$ cat src/rtl/cla_pipe_addsub_if.sv
// Handshake and operand/result bundle for the pipelined carry-lookahead adder/subtractor.
// The master drives operands and result-ready; the slave (the adder) returns results.
interface cla_pipe_addsub_if #(
    parameter int unsigned WIDTH = 16
);
    logic             in_valid;
    logic             in_ready;
    logic [WIDTH-1:0] da;
    logic [WIDTH-1:0] db;
    logic             cin;
    logic             sub;
    logic             out_valid;
    logic             out_ready;
    logic [WIDTH-1:0] sum;
    logic             c_out;
    logic             ovf;
    logic             zero;

    modport master (
        output in_valid, da, db, cin, sub, out_ready,
        input  in_ready, out_valid, sum, c_out, ovf, zero
    );

    modport slave (
        input  in_valid, da, db, cin, sub, out_ready,
        output in_ready, out_valid, sum, c_out, ovf, zero
    );
endinterface

$ cat src/rtl/cla_pipe_addsub.sv
// Pipelined add/subtract: one BLOCK-wide carry-lookahead group resolved per stage,
// behind an operand capture register, so latency is WIDTH/BLOCK cycles.
module cla_pipe_addsub #(
    parameter int unsigned WIDTH = 16,
    parameter int unsigned BLOCK = 4
) (
    input logic            clk,
    input logic            rst,
    cla_pipe_addsub_if.slave bus_io
);
    localparam int unsigned NSTG = WIDTH / BLOCK;

    logic                             adv;
    logic [NSTG:0]                    v_q;
    logic [NSTG-1:0][WIDTH-1:0]       a_q;
    logic [NSTG-1:0][WIDTH-1:0]       b_q;
    logic [NSTG-1:0][WIDTH-1:0]       s_q;
    logic [NSTG-1:0][WIDTH-1:0]       s_d;
    logic [NSTG:0]                    c_q;
    logic [NSTG-1:0]                  cy_d;
    logic                             ovf_q, ovf_d;
    logic                             zero_q, zero_d;
    logic                             unused_ops;

    // Whole pipeline moves together; it only stalls when a result is held at the output.
    assign adv = ~v_q[NSTG] | bus_io.out_ready;

    // Stage k reads operand bank k and carry c_q[k]; writes group k of the sum.
    for (genvar k = 0; k < NSTG; k++) begin : g_stg
        logic [BLOCK-1:0] p;
        logic [BLOCK-1:0] g;
        logic [BLOCK:0]   c;
        logic [WIDTH-1:0] s_prev;
        logic [WIDTH-1:0] s_new;

        assign p = a_q[k][k*BLOCK +: BLOCK] ^ b_q[k][k*BLOCK +: BLOCK];
        assign g = a_q[k][k*BLOCK +: BLOCK] & b_q[k][k*BLOCK +: BLOCK];

        if (k == 0) begin : g_first
            assign s_prev = '0;
        end else begin : g_rest
            assign s_prev = s_q[k-1];
        end

        always_comb begin
            c[0]  = c_q[k];
            s_new = s_prev;
            for (int i = 0; i < int'(BLOCK); i++) begin
                s_new[k*BLOCK + i] = p[i] ^ c[i];
                c[i+1]             = g[i] | (p[i] & c[i]);
            end
        end

        assign s_d[k]  = s_new;
        assign cy_d[k] = c[BLOCK];

        if (k == NSTG - 1) begin : g_last
            assign ovf_d = c[BLOCK] ^ c[BLOCK-1];
        end
    end

    assign zero_d = ~|s_d[NSTG-1];

    always_ff @(posedge clk or posedge rst) begin
        if (rst) begin
            v_q    <= '0;
            a_q    <= '0;
            b_q    <= '0;
            s_q    <= '0;
            c_q    <= '0;
            ovf_q  <= 1'b0;
            zero_q <= 1'b0;
        end else if (adv) begin
            v_q    <= {v_q[NSTG-1:0], bus_io.in_valid};
            a_q[0] <= bus_io.da;
            b_q[0] <= bus_io.sub ? ~bus_io.db : bus_io.db;
            c_q[0] <= bus_io.sub | bus_io.cin;
            for (int j = 1; j < int'(NSTG); j++) begin
                a_q[j] <= a_q[j-1];
                b_q[j] <= b_q[j-1];
            end
            s_q         <= s_d;
            c_q[NSTG:1] <= cy_d;
            ovf_q       <= ovf_d;
            zero_q      <= zero_d;
        end
    end

    // Bits of already-resolved groups in the last operand bank are dead by construction.
    assign unused_ops = ^{a_q[NSTG-1], b_q[NSTG-1]};

    assign bus_io.in_ready  = adv;
    assign bus_io.out_valid = v_q[NSTG];
    assign bus_io.sum       = s_q[NSTG-1];
    assign bus_io.c_out     = c_q[NSTG];
    assign bus_io.ovf       = ovf_q;
    assign bus_io.zero      = zero_q;
endmodule

$ cat src/flat_wrapper.sv
// flat-port wrapper written by rule: the top's interface ports become plain ports
module cla_pipe_addsub_flat 
#(
    parameter int unsigned WIDTH = 16,
    parameter int unsigned BLOCK = 4
)
  (clk, rst, bus_io_in_valid, bus_io_da, bus_io_db, bus_io_cin, bus_io_sub, bus_io_out_ready, bus_io_in_ready, bus_io_out_valid, bus_io_sum, bus_io_c_out, bus_io_ovf, bus_io_zero);
  cla_pipe_addsub_if #(.WIDTH(WIDTH)) bus_io_i ();
  input logic clk;
  input logic rst;
  input wire logic [$bits(bus_io_i.in_valid)-1:0] bus_io_in_valid;
  input wire logic [$bits(bus_io_i.da)-1:0] bus_io_da;
  input wire logic [$bits(bus_io_i.db)-1:0] bus_io_db;
  input wire logic [$bits(bus_io_i.cin)-1:0] bus_io_cin;
  input wire logic [$bits(bus_io_i.sub)-1:0] bus_io_sub;
  input wire logic [$bits(bus_io_i.out_ready)-1:0] bus_io_out_ready;
  output wire logic [$bits(bus_io_i.in_ready)-1:0] bus_io_in_ready;
  output wire logic [$bits(bus_io_i.out_valid)-1:0] bus_io_out_valid;
  output wire logic [$bits(bus_io_i.sum)-1:0] bus_io_sum;
  output wire logic [$bits(bus_io_i.c_out)-1:0] bus_io_c_out;
  output wire logic [$bits(bus_io_i.ovf)-1:0] bus_io_ovf;
  output wire logic [$bits(bus_io_i.zero)-1:0] bus_io_zero;
  assign bus_io_i.in_valid = bus_io_in_valid;
  assign bus_io_i.da = bus_io_da;
  assign bus_io_i.db = bus_io_db;
  assign bus_io_i.cin = bus_io_cin;
  assign bus_io_i.sub = bus_io_sub;
  assign bus_io_i.out_ready = bus_io_out_ready;
  assign bus_io_in_ready = bus_io_i.in_ready;
  assign bus_io_out_valid = bus_io_i.out_valid;
  assign bus_io_sum = bus_io_i.sum;
  assign bus_io_c_out = bus_io_i.c_out;
  assign bus_io_ovf = bus_io_i.ovf;
  assign bus_io_zero = bus_io_i.zero;
  cla_pipe_addsub #(.WIDTH(WIDTH), .BLOCK(BLOCK)) u_core (.clk(clk), .rst(rst), .bus_io(bus_io_i));
endmodule
$ cat config.mk
export PLATFORM = sky130hd
export DESIGN_NAME = cla_pipe_addsub_flat
export DESIGN_NICKNAME = d
export VERILOG_FILES = /design/src/rtl/cla_pipe_addsub_if.sv /design/src/rtl/cla_pipe_addsub.sv /design/src/flat_wrapper.sv
export SDC_FILE = /design/constraint.sdc
export NUM_CORES = 1
export LEC_CHECK = 0
export ABC_AREA = 1
export BUFFER_PORTS_ARGS = -buffer_cell sky130_fd_sc_hd__buf_2
export CAP_MARGIN = 20
export CORE_UTILIZATION = 35
export CTS_CLUSTER_SIZE = 14
export DETAILED_ROUTE_END_ITERATION = 7
export GPL_ROUTABILITY_DRIVEN = 0
export PLACE_DENSITY = 0.59
export SLEW_MARGIN = 15
export SYNTH_ARGS = -nofsm -noshare
export SYNTH_HDL_FRONTEND = slang
export SYNTH_SLANG_ARGS = --single-unit
$ cat constraint.sdc
create_clock -name clk -period 14.8 [get_ports clk]
set_input_delay 3.7 -clock clk [delete_from_list [all_inputs] [get_ports clk]]
set_output_delay 3.7 -clock clk [all_outputs]
set_load 0.1 [all_outputs]
**Yosys cells after proc, flatten, opt, wreduce, memory -nomap -nowiden**

Index checks and enable logic that the tools add are counted.

- Add/sub/neg operators: 0
- Multiply operators: 0
- Divide/modulo/power cells: 0
- $lt $le $gt $ge: 0
- Equality and inequality tests: 0
- Shift-type cells: 0
- Muxes and demuxes: 1
- Bitwise operators: 61
- Reduce and logical (&&, ||, !) cells: 2

Operators by type and width:

| operator | number |
|---|---|
| $or 1x1->1 | 18 |
| $xor 1x1->1 | 17 |
| $and 1x1->1 | 16 |
| $and 4x4->4 | 4 |
| $mux 16 | 1 |
| $not 16->16 | 1 |
| $reduce_or 16->1 | 1 |
| $xor 4x4->4 | 4 |
| $logic_not 1->1 | 1 |
| $not 1->1 | 1 |

- Flip-flop bits (word level): 180
- Latch bits: 0
- Bits in writable memories: 0
- Memory bits (read-only): 0
- Output and inout bits: 21
- Logic and storage cells: 80
- Memories kept: 0

**Logic depth before layout (Yosys ltp)**

Gate-level depths: netlist of run 1.

- Depth in word-level cells: 10
- Mapped depth: 9

**Least setup slack after synthesis of run 1**

No wires, ideal clock.

- Path type: input to output
- From: input port bus_io_out_ready
- To: output port bus_io_in_ready
- Arrival: 4415 ps
- Setup slack: 6685 ps
- Cell stages on the path: 4
- Cells stage by stage: inv_1 > nand2_2 > buf_6 > buf_2

- Longest elaborated chain between the ends: 1

Ends and longest elaborated chain:

| what | line | RTL |
|---|---|---|
| start: declaration | flat_wrapper.sv:16 | `input wire logic [$bits(bus_io_i.out_ready)-1:0] bus_io_out_ready;` |
| $or 1x1->1 | cla_pipe_addsub.sv:26 | `assign adv = ~v_q[NSTG] \| bus_io.out_ready;` |
| end: declaration | flat_wrapper.sv:17 | `output wire logic [$bits(bus_io_i.in_ready)-1:0] bus_io_in_ready;` |

Every way passes these cells.

**Final worst setup path of run 1**

Same ends and word-level chain as after synthesis.

==> flow_summary.json, run 1 <==
{
  "tightest_slew_ns": 0.970,
  "coreArea_um2": 15300,
  "syn_area_um2": 5520,
  "globalRouteOverflowTotal": 0,
  "finClkSkew_ns": 0.0130,
  "cts.clk_slew.worst_paths_ns": 0.06,
  "synth_common_cells": "nand2_1 (260), dfrtp_1 (132), o21ai_0 (70)",
  "antenna_cells": 0,
  "synth-main-ff-cell": "dfrtp_1",
  "yosysMostFrequentCell": "nand2_1",
  "hp-class": "flop to flop",
  "synth_top_area_share_pct": 59.9,
  "synth_seq_cells": 132,
  "rsz0062_at_grt": "false",
  "syn_nets": 632,
  "yosysTopAreaCell": "dfrtp_1",
  "dieArea_um2": 16300,
  "finalWorstSetupSlack_ns": 6.35,
  "fill_cells": 1550,
  "nNetsFinal": 682,
  "chipWidth_um": 128,
  "drv_slew": 0,
  "syn_avg_cell_area_um2": 9.54,
  "setup_violations": 0,
  "io_buffer_count": 58,
  "post-cts-setup-buffer-count": 0,
  "vdd_ir_drop_max_mv": 0.136,
  "power_leakage_uw": 0.00328,
  "viasPerCell": 4.35,
  "worstPathRequired_ns": 11.10,
  "clock_latency_ns": 0.42,
  "cts.htree.levels": 4,
  "die_h_um": 128,
  "area_growth_pct": 17.3,
  "clockBufferDepth": 2,
  "via_count": 3706,
  "cts_resized": 0,
  "max_freq_mhz": 118,
  "final_hold_viol_count": 0,
  "ant_nets": 0,
  "wirelength_um": 9890,
  "synth_edf_count": 0,
  "boundaryPins": 59,
  "cts_hold_buf": 0,
  "cp.arrival_ns": 4.75,
  "cts_root_buf": "clkbuf_16",
  "synthArstFlopShare_pct": 100,
  "fin_crit_ns": 8.45,
  "synth_cell_type_count": 15,
  "synth.area.top_cells": "dfrtp_1 (60%), nand2_1 (18%), o21ai_0 (6.4%)",
  "grt_max_degree": 106,
  "drtPass1Iterations": 5,
  "final.setup.tns_ns": 0,
  "grt_pass1_wl_um": 17100,
  "post-route-util_pct": 42.2,
  "grt_usage_pct": 13.7,
  "grt_pass1_vias": 3655,
  "clkSinkCount": 132,
  "p_per_area_nw_per_um2": 242,
  "stdcell_area_um2": 6470,
  "placed_cell_area_um2": 5880,
  "antenna_found_initial": 0,
  "crit_type": "input pin to output pin",
  "maxCapViolCount": 0,
  "hpwl_um": 6340,
  "crit_path_start_kind": "input pin",
  "slew_headroom_pct": 35.3,
  "setup.worst_path.end_class": "output pin",
  "drt-wirelength-per-cell_um": 11.6,
  "crit_fanout": 49,
  "hold_ws_ns": 0.450,
  "drt_iter0_drc": 238,
  "drc": 0,
  "rows": 45,
  "cts_buffers": 17,
  "synthCells": 578,
  "status": "finished, final reports clean",
  "cts_tree": "yes",
  "post-route-period-util_pct": 57.1,
  "dp_slack_ns": 6.34,
  "ys_seq_area_share_pct": 59.9,
  "start_util_pct": 36.0,
  "yosysWarnings": 0,
  "final_layout_size_suffix_gt1_share_pct": 14.2
}
[placed cells by master, fill, tap and decap left out]
master and count:
inv_1 40, dfrtp_1 132, buf_4 3, nor2_1 8, nand3_1 1, xnor2_1 16
clkbuf_8 5, bufinv_16 1, xor2_1 1, clkinv_2 3, fa_1 16, nand2_1 260
inv_4 2, buf_16 1, clkbuf_1 5, clkbuf_16 17, o21ai_0 70, nand2_4 1
buf_2 58
[path summary, 6_finish.rpt]
kind,start,cells past startpoint,slack [ns],endpoint
min in group asynchronous,rst,2,3.39,u_core.bus_io.sum[9]
worst max-delay path,bus_io_out_ready,4,6.35,bus_io_in_ready
max in group asynchronous,rst,4,10.33,u_core.a_q[20]
worst max register to register,u_core.c_q[3],9,12.12,u_core.bus_io.zero
worst min-delay path,u_core.v_q[3],2,0.45,u_core.v_q[4]
worst min register to register,u_core.v_q[3],2,0.45,u_core.v_q[4]
[layout make-up]
class	count	area [um2]	area share (%)
Inverter	42	163	2.51
Timing Repair Buffer	62	340	5.26
Clock inverter	4	45.0	0.696
Sequential cell	132	3300	51.1
Multi-Input combinational cell	373	1840	28.5
Clock buffer	27	513	7.93
Tap cell	211	264	4.08
[state kept, by name, summed over array words and instances (netlist names)]
register	count
u_core.bus_io.ovf	1
u_core.bus_io.zero	1
u_core.v_q	5
u_core.c_q	5
u_core.g_stg.s_prev	24
u_core.bus_io.sum	16
u_core.a_q	40
u_core.b_q	40
[layer usage]
| metal | vias up | track usage, % | share of wire [%] | routed length [um] |
|---|---|---|---|---|
| met5 | - | 0 | 0 | 0 |
| met4 | 0 | 5.88 | 1.7 | 173 |
| met3 | 13 | 4.90 | 3.7 | 369 |
| met2 | 59 | 21.0 | 47 | 4610 |
| met1 | 1776 | 17.5 | 48 | 4740 |
| li1 | 1858 | - | - | - |
[per-stage QoR]
stage | cells | power, uW
floorplan | 578 | 1070
global placement | 819 | 1170
detailed placement | 819 | 1190
CTS | 850 | 1590
global route | 851 | 1690
finish | 851 | 1560
[report_power, final]
part	total, uW	internal, uW	switching [uW]	leakage [uW]
sequential	600	520	80.8	0.00161
combinational	572	152	420	0.00139
clock	392	251	141	0.000277
[worst max-delay path, stage by stage]
cell     delay, ns
buf_2         0.08
inv_1         0.05
nand2_4       0.38
buf_2         0.52
[kinds of logic (layout without fill, tap and decap cells)]
logic type | Yosys count | in the layout | synth area share, %
buffers and inverters | 73 | 135 | 6.81
adders and majority gates | 16 | 16 | 5.81
DFF | 132 | 132 | 59.9
and+or+nand+nor | 270 | 270 | 18.4
xor gates and xnor gates | 17 | 17 | 2.70
AOI/OAI and AO/OA | 70 | 70 | 6.35
No activity file was read; power rests on OpenSTA's default activity.
==> run 2, diff against run 1 <==
==> constraint.sdc (replaced) <==
create_clock -name clk -period 7.8 [get_ports clk]
set_input_delay 1.95 -clock clk [delete_from_list [all_inputs] [get_ports clk]]
set_output_delay 1.95 -clock clk [all_outputs]
set_load 0.1 [all_outputs]
==> run 2 against run 1 <==
Sequential share of layout area increased by 0.25 points. Flip-flop and latch count unchanged. Largest power group unchanged. Global-route usage increased by 0.50 points. Routed wire length increased by 1.3%. Final area decreased by 0.48%.
==> flow_summary.json, run 2 (synthesis results as in run 1) <==
{
  "status": "finished, final reports clean",
  "cts.htree.levels": 4,
  "cts_hold_buf": 0,
  "crit_fanout": 52,
  "fill_cells": 1542,
  "drt-wirelength-per-cell_um": 11.8,
  "viasPerCell": 4.35,
  "die_h_um": 128,
  "cp.arrival_ns": 2.98,
  "grt_pass1_wl_um": 18000,
  "vdd_ir_drop_max_mv": 0.190,
  "drc": 0,
  "crit_type": "input pin to output pin",
  "power_leakage_uw": 0.00326,
  "area_growth_pct": 16.7,
  "post-route-period-util_pct": 63.3,
  "multiInputGateArea_um2": 1840,
  "slew_headroom_pct": 40.5,
  "coreArea_um2": 15300,
  "whs_path_depth": 2,
  "drv_slew": 0,
  "maxCapViolCount": 0,
  "dieArea_um2": 16300,
  "finClkSkew_ns": 0.00616,
  "final_layout_size_suffix_gt1_share_pct": 14.2,
  "area.sequential_um2": 3300,
  "cts_resized": 0,
  "r2r_cells": 9,
  "grt_pass1_vias": 3845,
  "drt_iter0_drc": 228,
  "drtPass1Iterations": 4,
  "ant_nets": 0,
  "via_count": 3683,
  "ff2ff_setup_slack_ns": 5.13,
  "min_from": "u_core.v_q[3]",
  "p_per_area_nw_per_um2": 463,
  "start_util_pct": 36.0,
  "final_cell_mix": "nand2_1 (260), dfrtp_1 (132), o21ai_0 (70)",
  "cts_buffers": 17,
  "antenna_found_initial": 0,
  "nNetsFinal": 681,
  "rows": 45,
  "clkSinkCount": 132,
  "post-cts-setup-buffer-count": 0,
  "grt_usage_pct": 14.2,
  "final_hold_viol_count": 0,
  "mostFrequentLayoutCell": "nand2_1",
  "cts_root_buf": "clkbuf_16",
  "max_freq_mhz": 203,
  "hpwl_um": 6450,
  "rsz0062_at_grt": "false",
  "hp-class": "flop to flop",
  "min_to": "u_core.v_q[4]",
  "clock_latency_ns": 0.41,
  "tightest_slew_ns": 0.893,
  "crit_path_start_kind": "input pin",
  "timing.rr.end": "u_core.bus_io.zero",
  "final.setup.tns_ns": 0,
  "cts_tree": "yes",
  "boundaryPins": 59,
  "antenna_cells": 0,
  "post-route-util_pct": 42.0,
  "globalRouteOverflowTotal": 0,
  "setup_violations": 0,
  "worstPathRequired_ns": 5.85,
  "grt_max_degree": 93,
  "setup.worst_path.end_class": "output pin",
  "r2r_start": "u_core.c_q[3]",
  "cts.clk_slew.worst_paths_ns": 0.05,
  "chipWidth_um": 128,
  "wirelength_um": 10000,
  "clockBufferDepth": 2,
  "io_buffer_count": 58,
  "fin_crit_ns": 4.93
}
[run 2: cell types whose count changed in the layout (fill, tap and decap cells not counted), sizes merged]
cell,change
clkbuf,-5
buf,-1
bufinv,+1
clkinv,+1
[run 2: per-stage QoR]
step / hold slack [ns] / setup slack [ns] / cells / power (uW) / instance area [um2]
2_1_floorplan: 0.420 / 2.32 / 578 / 2040 / 5520
3_3_place_gp: 0.440 / 2.86 / 819 / 2220 / 5880
3_5_place_dp: 0.449 / 2.86 / 819 / 2260 / 5880
4_1_cts: 0.462 / 2.86 / 847 / 3030 / 6440
5_1_grt: 0.489 / 2.79 / 847 / 3230 / 6440
6_report: 0.457 / 2.87 / 847 / 2980 / 6440
[run 2: layout make-up]
type / count / share of cell area, %
repair buffers: 61 / 4.86
clock inverters: 6 / 1.24
multi-input cells: 373 / 28.6
well taps: 211 / 4.10
inverters: 42 / 2.53
clock buffers: 22 / 7.36
flip-flops and latches: 132 / 51.3
[run 2: worst max-delay path, cell delays in order]
cell	delay (ns)
buf_2	0.07
inv_1	0.05
nand2_4	0.36
buf_2	0.52
[run 2: worst max path at each step]
stage          cells past startpoint  slack (ns)              end             start
2_1_floorplan                      1        2.32    u_core.a_q[0]               rst
3_3_place_gp                       4        2.86  bus_io_in_ready  bus_io_out_ready
3_5_place_dp                       4        2.86  bus_io_in_ready  bus_io_out_ready
4_1_cts                            4        2.86  bus_io_in_ready  bus_io_out_ready
5_1_grt                            4        2.79  bus_io_in_ready  bus_io_out_ready
6_report                           4        2.87  bus_io_in_ready  bus_io_out_ready
[run 2: where the power goes]
part	switching [uW]	internal (uW)
registers	154	986
clock network	270	486
logic	800	286
total	1220	1760
[run 2: metal layers]
metal  GRT usage [%]  routed length [um]  share of wire (%)
met5               0                   0                  0
met4            4.83                 126                1.3
met3            4.52                 408                4.1
met2            22.2                4640                 46
met1            18.6                4840                 48
